==> src/rtl/irq_ctrl_pkg.sv <==
// irq_ctrl shared definitions.
// Register map and line count.
package irq_ctrl_pkg;

  localparam int N_IRQ = 8;

  typedef logic [N_IRQ-1:0] irq_vec_t;

  typedef enum logic [1:0] {
    REG_PEND = 2'd0,
    REG_MASK = 2'd1,
    REG_MODE = 2'd2,
    REG_VEC  = 2'd3
  } reg_addr_e;

endpackage

==> src/rtl/irq_ctrl_if.sv <==
// irq_ctrl register bus.
// CPU side is master, controller is slave.
interface irq_ctrl_if;
  logic [1:0] AD;
  logic [7:0] DI;
  logic [7:0] DO;
  logic       rw;
  logic       cs;

  modport master (
    output AD, DI, rw, cs,
    input  DO
  );

  modport slave (
    input  AD, DI, rw, cs,
    output DO
  );
endinterface

==> src/rtl/irq_sync_edge.sv <==
// Per-line two-flop synchronizer.
// History flop gives a one-cycle rise pulse.
module irq_sync_edge (
  input  logic clk,
  input  logic rst,
  input  logic d,
  output logic level,
  output logic rise
);

  logic s1, s2, s3;

  always_ff @(posedge clk or posedge rst) begin
    if (rst) begin
      s1 <= 1'b0;
      s2 <= 1'b0;
      s3 <= 1'b0;
    end else begin
      s1 <= d;
      s2 <= s1;
      s3 <= s2;
    end
  end

  assign level = s2;
  assign rise  = s2 & ~s3;

endmodule

==> src/rtl/irq_ctrl.sv <==
// 8-line interrupt controller.
// Edge/level pending, mask, priority vector.
module irq_ctrl
  import irq_ctrl_pkg::*;
(
  input  logic          clk,
  input  logic          rst,
  irq_ctrl_if.slave     bus,
  input  logic [7:0]    irq_in,
  output logic          irq
);

  irq_vec_t  lvl, rise;
  irq_vec_t  pend, mask, mode;
  irq_vec_t  pend_nxt, active, w1c, ack;
  logic [7:0] rd_data, do_q, vec;
  logic [2:0] idx;
  logic       any, rd, wr;
  reg_addr_e  addr;

  for (genvar i = 0; i < N_IRQ; i++) begin : g_sync
    irq_sync_edge u_sync (
      .clk   (clk),
      .rst   (rst),
      .d     (irq_in[i]),
      .level (lvl[i]),
      .rise  (rise[i])
    );
  end

  // Bit 0 wins: scan high to low so the last hit is the lowest.
  function automatic logic [2:0] lowest(input irq_vec_t v);
    lowest = '0;
    for (int i = N_IRQ - 1; i >= 0; i--)
      if (v[i]) lowest = 3'(i);
  endfunction

  assign addr   = reg_addr_e'(bus.AD);
  assign rd     = bus.cs & bus.rw;
  assign wr     = bus.cs & ~bus.rw;
  assign active = pend & mask;
  assign any    = |active;
  assign idx    = lowest(active);
  assign vec    = any ? {1'b1, 4'b0000, idx} : 8'h00;
  assign irq    = any;

  always_comb begin
    w1c = '0;
    ack = '0;
    if (wr && addr == REG_PEND) w1c = bus.DI;
    if (rd && addr == REG_VEC && any) ack[idx] = 1'b1;
  end

  // Rise beats clear; level lines just track s2.
  assign pend_nxt = (mode & (rise | (pend & ~(w1c | ack))))
                  | (~mode & lvl);

  always_comb begin
    rd_data = '0;
    unique case (1'b1)
      addr == REG_PEND: rd_data = pend;
      addr == REG_MASK: rd_data = mask;
      addr == REG_MODE: rd_data = mode;
      addr == REG_VEC:  rd_data = vec;
      default:          rd_data = '0;
    endcase
  end

  always_ff @(posedge clk or posedge rst) begin
    if (rst) begin
      pend <= '0;
      mask <= '0;
      mode <= '0;
      do_q <= '0;
    end else begin
      pend <= pend_nxt;
      if (wr && addr == REG_MASK) mask <= bus.DI;
      if (wr && addr == REG_MODE) mode <= bus.DI;
      if (rd) do_q <= rd_data;
    end
  end

  assign bus.DO = do_q;

endmodule

==> src/flat_wrapper.sv <==
// flat-port wrapper written by rule: the top's interface ports become plain ports
module irq_ctrl_flat import irq_ctrl_pkg::*;
  (clk, rst, irq_in, irq, bus_AD, bus_DI, bus_rw, bus_cs, bus_DO);
  irq_ctrl_if bus_i ();
  input  logic clk;
  input  logic rst;
  input  logic [7:0] irq_in;
  output logic irq;
  input wire logic [$bits(bus_i.AD)-1:0] bus_AD;
  input wire logic [$bits(bus_i.DI)-1:0] bus_DI;
  input wire logic [$bits(bus_i.rw)-1:0] bus_rw;
  input wire logic [$bits(bus_i.cs)-1:0] bus_cs;
  output wire logic [$bits(bus_i.DO)-1:0] bus_DO;
  assign bus_i.AD = bus_AD;
  assign bus_i.DI = bus_DI;
  assign bus_i.rw = bus_rw;
  assign bus_i.cs = bus_cs;
  assign bus_DO = bus_i.DO;
  irq_ctrl u_core (.clk(clk), .rst(rst), .bus(bus_i), .irq_in(irq_in), .irq(irq));
endmodule
==> config.mk <==
export PLATFORM = sky130hd
export DESIGN_NAME = irq_ctrl_flat
export DESIGN_NICKNAME = d
export VERILOG_FILES = /design/src/rtl/irq_ctrl_pkg.sv /design/src/rtl/irq_ctrl_if.sv /design/src/rtl/irq_sync_edge.sv /design/src/rtl/irq_ctrl.sv /design/src/flat_wrapper.sv
export SDC_FILE = /design/constraint.sdc
export NUM_CORES = 1
export LEC_CHECK = 0
export CORE_ASPECT_RATIO = 0.75
export CORE_MARGIN = 3
export CORE_UTILIZATION = 23
export CTS_CLUSTER_SIZE = 16
export DETAILED_ROUTE_END_ITERATION = 16
export GPL_ROUTABILITY_DRIVEN = 0
export SETUP_SLACK_MARGIN = 0.1
export SYNTH_ARGS = -nofsm -noshare
export SYNTH_HDL_FRONTEND = slang
export SYNTH_SLANG_ARGS = --single-unit
==> constraint.sdc <==
create_clock -name clk -period 3.4 [get_ports clk]
set_input_delay 0.51 -clock clk [delete_from_list [all_inputs] [get_ports clk]]
set_output_delay 0.51 -clock clk [all_outputs]
set_load 0.05 [all_outputs]
==> results of run 1 <==
-- registers in the layout (all words and copies together) (netlist names) --
register,flops
u_core.mode,8
u_core.bus.DO,8
u_core.mask,8
u_core.g_sync.u_sync.level,8
u_core.g_sync.u_sync.s3,8
u_core.g_sync.u_sync.s1,8
u_core.pend,8
-- layout make-up --
cell class | instances | area [um2]
Clock buffer | 6 | 138.9
Timing Repair Buffer | 35 | 337.8
Fill cell | 997 | 6789
Multi-Input combinational cell | 125 | 889.6
Inverter | 1 | 3.754
Sequential cell | 56 | 1401
Tap cell | 132 | 165.2
Clock inverter | 2 | 10.01
-- cell usage after synthesis (2+ instances only) --
cell type	number	area, um2
dfrtp_1	56	1401
nand2_1	25	93.84
mux2_2	16	180.2
a21oi_1	13	65.06
nor2_1	9	33.78
a31oi_1	7	43.79
mux2i_1	7	70.07
a21boi_0	6	45.04
o21ai_0	5	25.02
nor3_1	4	20.02
a22oi_1	3	22.52
nand3_1	3	15.01
nand4_1	3	18.77
a32oi_1	2	17.52
buf_2	2	10.01
clkbuf_1	2	7.510
-- power by group --
group | switching, mW | internal, mW | leakage, nW
logic | 0.243 | 0.192 | 0.465
registers | 0.103 | 0.763 | 0.663
clock network | 0.221 | 0.291 | 0.0766
-- cell families after synthesis --
family,after synthesis,synth area share
AOI/OAI and AO/OA,47,0.1442
and+or+nand+nor,53,0.1146
muxes,25,0.1238
buffers and inverters,7,0.01453
DFF,56,0.6028
-- worst min-delay path by stage --
| stage | end | slack (ns) | cells past startpoint |
|---|---|---|---|
| 2_1_floorplan | u_core.g_sync[0].u_sync.level$_DFF_PP0_ | 0.33 | 0 |
| 3_3_place_gp | u_core.g_sync[1].u_sync.level$_DFF_PP0_ | 0.33 | 0 |
| 3_5_place_dp | u_core.g_sync[0].u_sync.level$_DFF_PP0_ | 0.33 | 0 |
| 4_1_cts | u_core.g_sync[7].u_sync.level$_DFF_PP0_ | 0.35 | 0 |
| 5_1_grt | u_core.g_sync[7].u_sync.level$_DFF_PP0_ | 0.35 | 0 |
| 6_report | u_core.g_sync[7].u_sync.level$_DFF_PP0_ | 0.35 | 0 |
-- per-stage QoR --
| stage | cell area (um2) | util |
|---|---|---|
| 6_report | 2947 | 0.3027 |
| 5_1_grt | 2947 | 0.3027 |
| 4_1_cts | 2947 | 0.3027 |
| 3_5_place_dp | 2798 | 0.2874 |
| 3_3_place_gp | 2798 | 0.2874 |
| 2_1_floorplan | 2325 | - |
-- metal layers --
layer,vias to the layer above,track usage
li1,762,-
met1,813,0.1488
met2,51,0.1388
met3,2,0.02963
met4,0,0.02050
met5,-,0
==> metrics.txt, run 1 <==
ANT cells=0; Leakage=1.204 nW; Synth Instances=~190; Worst VDD drop=0.3239 mV; CTS clk-pin slew, worst paths=0.07 ns; YS warnings=0; Resize count post-CTS=0; Total GRT Usage=0.09860; Maximum Capacitance Violations=0; initial DRC count=156; WP buf/inv=1; met3 wire length=321 um; DRT Pass-1 Iters=4; Final min period=2.556 ns; worst path cell trace=a22oi_1 -> nand4_1 -> clkdlybuf4s50_1; DRT Wirelength=5.195 mm; DRT met1 WL=between 2 and 3 mm; hold_sp=u_core.g_sync[7].u_sync.s1$_DFF_PP0_; Final Skew=between 0.006 and 0.007 ns; most frequent cells in the layout=dfrtp_1, clkdlybuf4s50_1, nand2_1; Post-CTS Setup Inserts=0; top routing layer used=met4; Register-to-Register Path Depth=4; startpoint types=flip-flop; Final Non-Filler Cells=357; CP Capture Type=output pin; syn nets=210; PnR worst setup slack=0.8438 ns; commonest non-fill, non-tap cell in the layout=dfrtp_1; Clock Latency Late Sink=0.29 ns; Slew Viols, Final=0; f_max=0.3912 GHz; Avg Cell Area, Syn=12.37 um2; number of flops mapped to enable cells by yosys=0; Die H=93.07 um; part of the cycle the worst path needs=0.7518; Die Wd=122.1 um; die area=approximately 11000 um2; largest buffer count on any clock path=2; r2r setup slk=about 1.7 ns; r2r startpoint=u_core.pend[7]$_DFF_PP0_; io pins=31; Hold WC Path Type=flip-flop to flip-flop; Root Buffer=clkbuf_16; register area share after synthesis=0.6028; worst-margin pin slew=just under 0.7 ns; Hold WS=0.3458 ns; RSZ-0062 raised after global routing=no; Area Growth Syn to Fin=26.75%; ys flop type=dfrtp_1; Setup WS pre-CTS=0.9784 ns; ANT nets after route=0; WL met2=~2.2 mm; Fin. Hold Viols=0; hold_buf cts=0; distinct cell type count after synthesis=41; #FFs+latches synth=between 50 and 60; Starting Density=0.2388; Mapped Area=about 2300 um2; # rows=31; nets@finish=246; FFs w/ async S/R, synth=1.000; CP max stage cell=clkdlybuf4s50_1; total gr overflow=0; antenna violations before repair=0; total number of vias=1628; setup TNS=0 ns; Crit path max-delay family=buffers and inverters; overall power=1.812 mW; CTS tree=built; critical path startpoint=u_core.pend[0]$_DFF_PP0_; TritonCTS Sinks=56; FF-to-FF End=u_core.bus.DO[2]$_DFFE_PP0P_; WP depth=3; Final setup viols=0; drt drc=0; number of global-route vias before repair=1657; IO Port Bufs=30; Crit path largest cell delay=about 0.75 ns; ratio of cells with drive above 1 in the final layout=0.1600; required time of the critical path=2.89 ns; CORE AREA=approximately 10000 um2; relative max-transition margin=0.5436; pwr dens=614.9 nW/um2; CP max FO=6; placed cells=349; first-pass GRT wire length=8.742 mm; wire per inst=14.55 um; CP arrival=2.05 ns; total CTS buffers=5; CP endpoint=irq; status=completed; Worst Path Class, Setup=flip-flop to output pin; HPWL after detailed placement=3.656 mm; largest net degree at the start of global routing=57; H-tree Lvls=2; Via density=around 4.6
Power figures use the tool's default switching activity.
==> run 2: changes to the inputs <==
==> constraint.sdc (replaced) <==
create_clock -name clk -period 2.5 [get_ports clk]
set_input_delay 0.375 -clock clk [delete_from_list [all_inputs] [get_ports clk]]
set_output_delay 0.375 -clock clk [all_outputs]
set_load 0.05 [all_outputs]
==> run 2 against run 1 <==
Net effect: via count decreased by 1.7%; sequential share of layout area decreased by 0.54 points; clock-buffer cell count unchanged; worst setup slack got worse by 0.47 ns; critical path type unchanged; die area unchanged; register-to-register slack got worse by 0.86 ns; sequential power increased by 36%; first-iteration DRC count decreased by 5.1%; global-route usage increased by 0.35 points; total power increased by 37%.
==> metrics.txt, run 2 (same netlist as run 1, synthesis figures left out) <==
status=completed; Worst VDD drop=0.3070 mV (-5.2%); Fin. Hold Viols=0 (unchanged); HPWL after detailed placement=3.894 mm (+6.5%); H-tree Lvls=2 (unchanged); clock group share of total power=0.281 (about the same); ANT cells=0 (unchanged); largest net degree at the start of global routing=28 (-51%); Register-to-Register Path Depth=4 (unchanged); Hold Path Sink=u_core.g_sync[2].u_sync.level$_DFF_PP0_; setup TNS=0 ns (unchanged); hold_sp=u_core.g_sync[2].u_sync.s1$_DFF_PP0_; die area=11360 um2 (unchanged); io pins=31 (unchanged); r2r startpoint=u_core.pend[7]$_DFF_PP0_; worst-margin pin slew=0.6679 ns (-0.01673 ns); Power Internal=1.699 mW (+36%); commonest non-fill, non-tap cell in the layout=dfrtp_1; DRT Pass-1 Iters=4 (unchanged); TritonCTS Sinks=56 (unchanged); initial DRC count=148 (-5.1%); hold_buf cts=0 (unchanged); Resize count post-CTS=1 (+1); ratio of cells with drive above 1 in the final layout=0.1711 (+0.01105); Via density=4.447 (-2.5%); Layout Utilization=0.3061 (+0.003470); Final Instance Area=2980 um2 (+1.1%); RSZ-0062 raised after global routing=no; Die H=93.07 um (unchanged); Cells on Worst Hold Path=0 (unchanged); total gr overflow=0 (unchanged); CP max FO=5 (-1); total number of vias=1601 (-1.7%); # rows=31 (unchanged); largest buffer count on any clock path=2 (unchanged); overall power=2.485 mW (+37%); CTS clk-pin slew, worst paths=0.07 ns (about the same); Net Sw Power=0.7857 mW (+39%); first-pass GRT wire length=8.921 mm (+2.0%); sw frac=0.3162 (+0.003516); antenna violations before repair=0 (unchanged); Leakage=1.222 nW (+1.5%); Slew Viols, Final=0 (unchanged); r2r setup slk=0.86 ns (-0.86 ns); Final min period=2.125 ns; Total GRT Usage=0.1021 (+0.003548); most frequent cells in the layout=dfrtp_1, clkdlybuf4s50_1, nand2_1; startpoint types=flip-flop; Hold WC Path Type=flip-flop to flip-flop; FF-to-FF End=u_core.bus.DO[2]$_DFFE_PP0P_; Clock Latency Late Sink=0.29 ns (about the same); Starting Density=0.2388 (unchanged); Die Wd=122.1 um (unchanged); Root Buffer=clkbuf_16; CTS tree=built; share of total power in sequential cells=0.476 (-0.002); pwr dens=833.7 nW/um2 (+36%); drt drc=0 (unchanged); number of global-route vias before repair=1670 (+0.78%); IO Port Bufs=30 (unchanged); ANT nets after route=0 (unchanged); DRT Wirelength=5.401 mm (+4.0%); Comb pwr share=0.242 (+0.002); Maximum Capacitance Violations=0 (unchanged); Worst Path Class, Setup=flip-flop to output pin; f_max=0.4706 GHz; CP arrival=1.75 ns (-0.30 ns); CP Capture Type=output pin; Final setup viols=0 (unchanged); CORE AREA=9736 um2 (unchanged); Post-CTS Setup Inserts=0 (unchanged); relative max-transition margin=0.5528 (+0.009267); placed inst area=2833 um2 (+1.3%); total CTS buffers=5 (unchanged); Final Skew=0.004630 ns (-0.002026 ns); Area Growth Syn to Fin=28.20%; required time of the critical path=2.12 ns (-0.77 ns); wire per inst=15.00 um (+3.1%); nets@finish=249 (+1.2%); part of the cycle the worst path needs=0.8499
==> run 2: routing by layer <==
metal	track usage	wire length, um
met1	0.1500	2721
met2	0.1489	2317
met3	0.02479	302
met4	0.02982	59
met5	0	0
==> run 2: worst max path at each step <==
stage	start	end	cells past startpoint
finish	u_core.pend[2]$_DFF_PP0_	irq	3
floorplan	u_core.pend[0]$_DFF_PP0_	u_core.bus.DO[7]$_DFFE_PP0P_	4
global placement	bus_AD[0]	u_core.pend[6]$_DFF_PP0_	5
CTS	u_core.pend[2]$_DFF_PP0_	irq	3
detailed placement	bus_AD[0]	u_core.pend[7]$_DFF_PP0_	5
global route	u_core.pend[3]$_DFF_PP0_	irq	3
==> run 2: layout make-up <==
class	count	area, um2
Fill cell	990	6755
Clock inverter	2	10.01
Sequential cell	56	1401
Inverter	1	3.754
Timing Repair Buffer	38	371.6
Tap cell	132	165.2
Multi-Input combinational cell	125	889.6
Clock buffer	6	138.9
==> run 2: critical path, stage by stage (launching register included) <==
cell,delay [ns]
dfrtp_1,0.45
a22oi_1,0.37
nand4_1,0.18
dlygate4sd2_1,0.46
==> run 2: per-stage QoR <==
stage,instances,setup slack [ns],hold WS [ns]
after CTS,360,0.3540,0.3509
final,360,0.3752,0.3480
after floorplan,188,0.7284,0.3312
after detailed placement,352,0.2415,0.3347
after global placement,352,0.2329,0.3335
after global routing,360,0.2923,0.3545
==> run 2: power groups by stage <==
stage	Sequential, mW	Clock (mW)	Combinational, mW
2_1_floorplan	1.26	0	0.307
3_3_place_gp	1.19	0	0.599
3_5_place_dp	1.20	0	0.607
4_1_cts	1.18	0.721	0.608
5_1_grt	1.20	0.765	0.652
6_report	1.18	0.699	0.602
==> run 3: changes to the inputs <==
==> constraint.sdc (replaced) <==
create_clock -name clk -period 1.76 [get_ports clk]
set_input_delay 0.264 -clock clk [delete_from_list [all_inputs] [get_ports clk]]
set_output_delay 0.264 -clock clk [all_outputs]
set_load 0.05 [all_outputs]
==> run 3 against run 2 <==
Net effect: sequential cell count did not move; critical endpoint unchanged; first-iteration DRC count fell by 26%; die area did not move; worst setup slack got worse by 0.29 ns; hold slack got worse by 0.015 ns; largest power group unchanged; critical path depth did not move; sequential share of layout area fell by 1.8 points; highest routed layer unchanged; via count rose by 6.6%; clock-buffer cell count did not move; sequential power rose by 42%.
==> metrics.txt, run 3 (same netlist as run 1, synthesis figures left out) <==
worst-margin pin slew=0.3020 ns (-0.3659 ns); met2 usage=0.1319 (-0.01700); met1 usage=0.1561 (+0.006099); hold_buf cts=0 (unchanged); critical path startpoint=u_core.pend[3]$_DFF_PP0_; Final Non-Filler Cells=376 (+4.4%); CTS tree=built; CP arrival=1.41 ns (-0.34 ns); status=completed; number of global-route vias before repair=1619 (-3.1%); Maximum Capacitance Violations=0 (unchanged); Worst Path Class, Setup=flip-flop to output pin; ANT cells=0 (unchanged); FF-to-FF End=u_core.bus.DO[2]$_DFFE_PP0P_; Crit path largest cell delay=0.44 ns (-0.02 ns); antenna violations before repair=0 (unchanged); layout filler cell count=986 (-0.40%); total number of vias=1706 (+6.6%); Area Growth Syn to Fin=33.85%; ratio of cells with drive above 1 in the final layout=0.2910 (+0.1199); nets@finish=265 (+6.4%); startpoint types=flip-flop; total gr overflow=0 (unchanged); Crit path max-delay family=flip-flops; Root Buffer=clkbuf_16; DRT Wirelength=5.464 mm (+1.2%); Register Area=1406 um2 (+0.36%); first-pass GRT wire length=8.776 mm (-1.6%); commonest non-fill, non-tap cell in the layout=dfrtp_1; overall power=3.637 mW (+46%); Leakage=1.313 nW (+7.4%); Final min period=1.672 ns; Top Usage Layer GRT=met1; TritonCTS Sinks=56 (unchanged); worst path cell trace=a22oi_2 -> nand4_1 -> buf_6; CP max stage cell=dfrtp_1; RSZ-0062 raised after global routing=yes; GRT met3 Usage=0.03325 (+0.008464); CP max FO=5 (unchanged); Hold WC Path Type=input pin to asynchronous set/reset pin; # rows=31 (unchanged); total CTS buffers=5 (unchanged); relative max-transition margin=0.7968 (+0.2440); Clock Latency Late Sink=0.29 ns (about the same); Starting Density=0.2388 (unchanged); Fin. Hold Viols=0 (unchanged); ANT nets after route=0 (unchanged); required time of the critical path=1.50 ns (-0.62 ns); WP buf/inv=1 (unchanged); most frequent cells in the layout=dfrtp_1, buf_4, nand2_1; HPWL after detailed placement=3.871 mm (-0.57%); wire per inst=14.53 um (-3.1%); Die H=93.07 um (unchanged); Register-to-Register Path Depth=4 (unchanged); r2r setup slk=0.13 ns (-0.73 ns); die area=11360 um2 (unchanged); Total GRT Usage=0.1005 (-0.001605); initial DRC count=110 (-26%); largest net degree at the start of global routing=57 (+100%); drt drc=0 (unchanged); Die Wd=122.1 um (unchanged); r2r startpoint=u_core.pend[5]$_DFF_PP0_; DRT Pass-1 Iters=4 (unchanged); f_max=0.5982 GHz; Worst VDD drop=0.3848 mV (+25%); placed cells=360 (+2.3%); CORE AREA=9736 um2 (unchanged); CTS clk-pin slew, worst paths=0.07 ns (about the same); Hold WS=0.3329 ns (-0.01515 ns); Slew Viols, Final=0 (unchanged); pwr dens=1169 nW/um2 (+40%); IO Port Bufs=30 (unchanged); Final Skew=0.005706 ns (+0.001076 ns); Final setup viols=0 (unchanged); multi-input logic area=900.9 um2 (+1.3%); H-tree Lvls=2 (unchanged); io pins=31 (unchanged); Via density=4.537 (+2.0%); Layout Utilization=0.3196 (+0.01349); part of the cycle the worst path needs=0.9498; largest buffer count on any clock path=2 (unchanged); CP Capture Type=output pin
## run 3: stage by stage
stage,setup TNS [ns],setup WS [ns],area [um2]
after floorplan,0,0.05379,2335
after global placement,-0.5058,-0.1015,2893
after detailed placement,-0.7514,-0.1094,2893
after CTS,0,0.1015,3079
after global routing,0,0.04474,3112
final,0,0.08830,3112
## run 3: worst max-delay path by stage
stage	end	slack [ns]	cells after the start
2_1_floorplan	u_core.bus.DO[7]$_DFFE_PP0P_	0.05	4
5_1_grt	irq	0.04	3
6_report	irq	0.09	3
3_5_place_dp	u_core.pend[7]$_DFF_PP0_	-0.11	6
3_3_place_gp	u_core.pend[7]$_DFF_PP0_	-0.10	6
4_1_cts	irq	0.10	3
## run 3: layout make-up
cell class / count / share of cell area
well taps: 132 / 0.05308
flip-flops and latches: 56 / 0.4520
clock buffers: 6 / 0.04463
multi-input cells: 125 / 0.2895
inverters: 1 / 0.001206
clock inverters: 2 / 0.003217
repair buffers: 54 / 0.1564
## run 3: worst register-to-register path: cells and delay by family, from the launching register on
family,cells,cell delay [ns]
multiplexers,2,0.76
flip-flops,1,0.43
AO/OA/AOI/OAI,2,0.34
## run 3: per-layer routing
layer,vias up,share of wire
li1,804,-
met1,827,0.49
met2,69,0.42
met3,6,0.086
met4,0,0.0062
met5,-,0
## run 3: report_power, final
| part | switching (mW) | total, mW | internal [mW] |
|---|---|---|---|
| logic | 0.503 | 0.944 | 0.441 |
| registers | 0.207 | 1.68 | 1.48 |
| clock network | 0.447 | 1.01 | 0.562 |
## run 3: timing repair
| action | CTS | global route |
|---|---|---|
| resized for setup | 4 | 3 |
| buffers inserted | 4 | 4 |
| gates cloned | 0 | 0 |
| pin swaps | 3 | 4 |
| setup endpoints to repair | 1 | 5 |
